<file path="src/rtl/midi_decoder.sv">
// MIDI byte-stream decoder: turns UART bytes into channel-voice messages.
// The MIDI package defines the message record carried on the output port.
// Optional feature macro: MIDI_RUNNING_STATUS_EN. When it is defined, the
// status is kept after each message, so further data bytes form new messages.

package MIDI;

    typedef enum logic [2:0] {
        NOTE_OFF         = 3'd0,
        NOTE_ON          = 3'd1,
        POLY_PRESSURE    = 3'd2,
        CONTROL_CHANGE   = 3'd3,
        PROGRAM_CHANGE   = 3'd4,
        CHANNEL_PRESSURE = 3'd5,
        PITCH_BEND       = 3'd6
    } msg_type_e;

    typedef struct packed {
        msg_type_e  message_type;
        logic [3:0] channel;
        logic [7:0] data_byte1;
        logic [7:0] data_byte2;
    } message_t;

endpackage

module midi_decoder #(
    parameter logic [15:0] CHANNEL_MASK = 16'hFFFF
) (
    input  logic           clock_50_000_000,
    input  logic           reset_l,
    input  logic [7:0]     rx_byte,
    input  logic           rx_valid,
    output MIDI::message_t message,
    output logic           message_ready
);

    localparam logic [1:0] ST_IDLE  = 2'd0;
    localparam logic [1:0] ST_DATA1 = 2'd1;
    localparam logic [1:0] ST_DATA2 = 2'd2;
    localparam logic [1:0] ST_SYSEX = 2'd3;

    logic [1:0]     state_q,         state_d;
    logic [7:0]     status_q,        status_d;
    logic           status_vld_q,    status_vld_d;
    logic [7:0]     data1_q,         data1_d;
    MIDI::message_t message_q,       message_d;
    logic           message_ready_q, message_ready_d;

    logic           emit_s;
    logic [7:0]     emit_b1_s;
    logic [7:0]     emit_b2_s;
    logic           two_byte_s;

    // Maps a channel status high nibble to its message type.
    function automatic MIDI::msg_type_e type_of(input logic [3:0] hi);
        MIDI::msg_type_e t;
        case (hi)
            4'h8:    t = MIDI::NOTE_OFF;
            4'h9:    t = MIDI::NOTE_ON;
            4'hA:    t = MIDI::POLY_PRESSURE;
            4'hB:    t = MIDI::CONTROL_CHANGE;
            4'hC:    t = MIDI::PROGRAM_CHANGE;
            4'hD:    t = MIDI::CHANNEL_PRESSURE;
            4'hE:    t = MIDI::PITCH_BEND;
            default: t = MIDI::NOTE_OFF;
        endcase
        return t;
    endfunction

    // Byte classification, parser state transitions and message assembly.
    always_comb begin
        state_d         = state_q;
        status_d        = status_q;
        status_vld_d    = status_vld_q;
        data1_d         = data1_q;
        message_d       = message_q;
        message_ready_d = 1'b0;
        emit_s          = 1'b0;
        emit_b1_s       = 8'h00;
        emit_b2_s       = 8'h00;
        // Cn (program change) and Dn (channel pressure) carry a single data byte.
        two_byte_s      = (status_q[6:4] != 3'b100) && (status_q[6:4] != 3'b101);

        if (rx_valid) begin
            if (!rx_byte[7]) begin
                // Data byte: its meaning depends on where the parser is.
                case (state_q)
                    ST_IDLE, ST_DATA1: begin
                        if (status_vld_q) begin
                            if (two_byte_s) begin
                                data1_d = rx_byte;
                                state_d = ST_DATA2;
                            end else begin
                                emit_s    = 1'b1;
                                emit_b1_s = rx_byte;
                                emit_b2_s = 8'h00;
                            end
                        end else begin
                            state_d = ST_IDLE;
                        end
                    end
                    ST_DATA2: begin
                        emit_s    = 1'b1;
                        emit_b1_s = data1_q;
                        emit_b2_s = rx_byte;
                    end
                    ST_SYSEX: begin
                        state_d = ST_SYSEX;
                    end
                    default: begin
                        state_d = ST_IDLE;
                    end
                endcase
            end else if (rx_byte >= 8'hF8) begin
                // Realtime bytes pass through without disturbing the parse.
                state_d = state_q;
            end else if (rx_byte == 8'hF0) begin
                state_d      = ST_SYSEX;
                status_vld_d = 1'b0;
            end else if (rx_byte >= 8'hF1) begin
                // System common (including F7 ending a sysex) drops running status.
                state_d      = ST_IDLE;
                status_vld_d = 1'b0;
            end else begin
                // Channel status restarts a message, abandoning any partial one.
                status_d     = rx_byte;
                status_vld_d = 1'b1;
                state_d      = ST_DATA1;
            end
        end else begin
            state_d = state_q;
        end

        if (emit_s) begin
            if (CHANNEL_MASK[status_q[3:0]]) begin
                message_d.channel    = status_q[3:0];
                message_d.data_byte1 = emit_b1_s;
                message_d.data_byte2 = emit_b2_s;
                // Note-on with zero velocity is by convention a note-off.
                if ((status_q[7:4] == 4'h9) && (emit_b2_s == 8'h00)) begin
                    message_d.message_type = MIDI::NOTE_OFF;
                end else begin
                    message_d.message_type = type_of(status_q[7:4]);
                end
                message_ready_d = 1'b1;
            end else begin
                message_ready_d = 1'b0;
            end
`ifdef MIDI_RUNNING_STATUS_EN
            state_d      = ST_DATA1;
            status_vld_d = 1'b1;
`else
            state_d      = ST_IDLE;
            status_vld_d = 1'b0;
`endif
        end else begin
            emit_s = 1'b0;
        end
    end

    // Parser and output registers, cleared asynchronously by reset_l.
    always_ff @(posedge clock_50_000_000 or negedge reset_l) begin
        if (!reset_l) begin
            state_q         <= ST_IDLE;
            status_q        <= 8'h00;
            status_vld_q    <= 1'b0;
            data1_q         <= 8'h00;
            message_q       <= '0;
            message_ready_q <= 1'b0;
        end else begin
            state_q         <= state_d;
            status_q        <= status_d;
            status_vld_q    <= status_vld_d;
            data1_q         <= data1_d;
            message_q       <= message_d;
            message_ready_q <= message_ready_d;
        end
    end

    assign message       = message_q;
    assign message_ready = message_ready_q;

endmodule

</file>
<file path="config.mk">
export PLATFORM = sky130hd
export DESIGN_NAME = midi_decoder
export DESIGN_NICKNAME = d
export VERILOG_FILES = /design/src/rtl/midi_decoder.sv
export SDC_FILE = /design/constraint.sdc
export NUM_CORES = 1
export LEC_CHECK = 0
export CAP_MARGIN = 20
export CORE_ASPECT_RATIO = 0.9
export CORE_MARGIN = 2
export CORE_UTILIZATION = 45
export CTS_BUF_LIST = sky130_fd_sc_hd__clkbuf_4
export DETAILED_ROUTE_END_ITERATION = 8
export GPL_TIMING_DRIVEN = 0
export PLACE_DENSITY = 0.81
export SYNTH_ARGS = -nofsm -noshare
export SYNTH_HDL_FRONTEND = slang
export SYNTH_SLANG_ARGS = --single-unit
export TNS_END_PERCENT = 1
</file>
<file path="constraint.sdc">
create_clock -name clock_50_000_000 -period 1.85 [get_ports clock_50_000_000]
set_input_delay 0.37 -clock clock_50_000_000 [delete_from_list [all_inputs] [get_ports clock_50_000_000]]
set_output_delay 0.37 -clock clock_50_000_000 [all_outputs]
set_load 0.005 [all_outputs]
</file>
==> results.json <==
{
  "crit_required_ns": 2.10,
  "period_needed_ns": 1.77,
  "synth_top_area_share": 0.601,
  "netlist_area_um2": 1670,
  "seqPwrFrac": 0.513,
  "n_antenna_cell": 0,
  "drt-initial-drc-count": 51,
  "ant_nets": 0,
  "stdcell_count": 220,
  "worstPathMaxFanout": 5,
  "p_sw_frac": 0.278,
  "antenna_found_initial": 0,
  "synth_commonest_cells": "dfrtp_1, nand2_1, o21ai_0",
  "peakVddDrop_uv": 712,
  "start_kind": "primary input",
  "first_pass_iters": 4,
  "drt_drc_violations_left": 0,
  "nNetsFinal": 186,
  "switching_power_mw": 0.728,
  "leakagePower_nw": 0.930,
  "drv_cap": 0,
  "power_frac_comb": 0.319,
  "rows": 20,
  "max_stage_delay_ns": 0.57,
  "synth.distinct_cells": 30,
  "synth_area_leaders": "dfrtp_1, mux2_2, mux2_1, o21ai_0, a22o_1",
  "pre_cts_ws_ns": -0.547,
  "grt_max_degree": 41,
  "internal-power_mw": 1.89,
  "yosysTopAreaCell": "dfrtp_1",
  "holdCritPathClass": "primary input to async pin",
  "cts_buffers": 5,
  "hpwl_mm": 2.63,
  "period_share": 0.957,
  "finClkSkew_ns": 0.0137,
  "power_density_nw_per_um2": 1240,
  "cts.sinks": 40,
  "dp.cells": 212,
  "grt_pass1_vias": 1237,
  "max_freq_mhz": 565,
  "syn_avg_cell_area_um2": 12.3,
  "path_class": "primary input to register",
  "cts_setup_buffers": 0,
  "die_area_um2": 4210,
  "critPathSlowestCell": "or4_4",
  "vias": 1207,
  "grt_pass1_wl_mm": 5.77,
  "drive_above_1_share": 0.199,
  "synth-edff-count": 0,
  "wl_per_cell_um": 16.5,
  "h-tree-depth": 2,
  "initial_core_util": 0.483,
  "status": "finished, final reports clean",
  "multi_input_area_um2": 626,
  "routed_via_density": 5.49,
  "final_max_slew_viol_count": 0,
  "syn-instance-count": 135,
  "max-slew-margin-rel": 0.426,
  "seq_area_um2": 1000,
  "clkPwrFrac": 0.167,
  "hold_violations": 0,
  "synth.most_common_cell": "dfrtp_1",
  "globalplace.congestion": 0.834,
  "cts_tree": "built",
  "crit_path_cell_trace": "dlygate4sd2_1, or4_4, or4_1, a211oi_2, o31ai_1",
  "clkTransAtPathRegs_ns": 0.11,
  "rsz0062_at_grt": "false",
  "fin_util": 0.613,
  "portBuffers": 32,
  "cts_root_buf": "clkbuf_4",
  "grt.overflow.total": 0,
  "areaGrowthSynthToFinish_pct": 27.0,
  "core_um2": 3450,
  "synth_ff_type": "dfrtp_1",
  "finalSetupViolCount": 0,
  "die-width_um": 68.2,
  "pin_count": 35,
  "dieHeight_um": 61.7,
  "wl_mm": 3.63,
  "yosys_warnings": 0,
  "crit_path_end_kind": "register",
  "ys_seq_area_frac": 0.601,
  "tightest_slew_ns": 0.861,
  "worst_slack_ns": 0.0803,
  "nFillCells": 291,
  "cp.arrival_ns": 2.01,
  "grt_util_all_layers": 0.195,
  "async_flop_share": 1.00,
  "ys_ff_latch": 40,
  "clkLatencyLatePin_ns": 0.35,
  "clock_path_buffers": 2
}
==> registers in the layout (all words and copies together) (netlist names) <==
| register | flops |
|---|---|
| status_q | 8 |
| state_q | 2 |
| status_vld_q | 1 |
| data1_q | 7 |
| message_ready | 1 |
| message | 21 |
==> layer usage <==
metal | part of all wire | up-vias | GRT usage
li1 | - | 561 | -
met1 | 0.42 | 604 | 0.226
met2 | 0.51 | 35 | 0.348
met3 | 0.051 | 7 | 0.0450
met4 | 0.015 | 0 | 0.0857
met5 | 0 | - | 0
==> through the flow <==
stage          setup TNS [ns]  hold slack, ns  instance area, um^2  power (mW)
2_1_floorplan               0          0.0744                 1670        1.65
3_3_place_gp           -29.17           0.465                 2050        2.15
3_5_place_dp           -13.60           0.473                 2040        2.21
4_1_cts                     0           0.152                 2110        2.65
5_1_grt                     0           0.182                 2120        2.79
6_report                    0           0.128                 2120        2.62
==> kinds of logic (layout without fill, tap and decap cells) <==
family | Yosys count | count (layout) | share of synthesized area
AND/OR/NAND/NOR | 31 | 31 | 0.101
multiplexers | 17 | 17 | 0.115
other | 1 | 2 | 0.00225
AO/OA/AOI/OAI | 34 | 34 | 0.147
flip-flops | 40 | 40 | 0.601
buffers and inverters | 12 | 52 | 0.0345
==> final cells by class <==
type | count | share of cell area
Sequential cell | 40 | 0.473
Multi-Input combinational cell | 84 | 0.296
Timing Repair Buffer | 32 | 0.145
Buffer | 10 | 0.0296
Tap cell | 44 | 0.0260
Clock buffer | 7 | 0.0248
Inverter | 2 | 0.00355
Clock inverter | 1 | 0.00177
==> worst paths after layout <==
path / slack (ns) / cells past startpoint / endpoint / from
worst max-delay path: 0.08 / 5 / message[20] / rx_byte[2]
worst min-delay path: 0.13 / 1 / data1_q[3] / reset_l
worst max register to register: 0.14 / 5 / message[20] / status_q[5]
worst min register to register: 0.49 / 2 / message[14] / message[14]
max in group asynchronous: 1.14 / 1 / status_q[6] / reset_l
min in group clock_50_000_000: 0.49 / 2 / state_q[0] / rx_valid
==> worst max-delay path: cells and delay by family <==
kind                   cells  cell delay (ns)
AOI/OAI and AO/OA          2             0.33
buffers and inverters      1             0.29
and+or+nand+nor            2             1.02
==> placed cells by master (no fill, tap or decap), drive strengths merged, types with 2 or more instances in the layout <==
| cell type | n |
|---|---|
| a22o | 7 |
| a22oi | 7 |
| buf | 7 |
| clkbuf | 11 |
| clkdlybuf4s50 | 25 |
| conb | 2 |
| dfrtp | 40 |
| dlygate4sd2 | 6 |
| inv | 2 |
| mux2 | 17 |
| nand2 | 15 |
| nand3 | 3 |
| nor2b | 4 |
| o21ai | 13 |
| or4 | 2 |
==> power groups by stage <==
stage / combinational, mW / clock, mW / sequential [mW]
CTS: 0.850 / 0.450 / 1.35
finish: 0.838 / 0.439 / 1.35
global route: 0.919 / 0.489 / 1.39
global placement: 0.819 / 0 / 1.33
floorplan: 0.310 / 0 / 1.34
detailed placement: 0.844 / 0 / 1.37
==> timing repair <==
action	CTS	global route
gates resized for setup	14	3
hold buffers	0	0
hold endpoints to repair	0	0
setup endpoints to repair	26	19
Power figures use the tool's default switching activity.
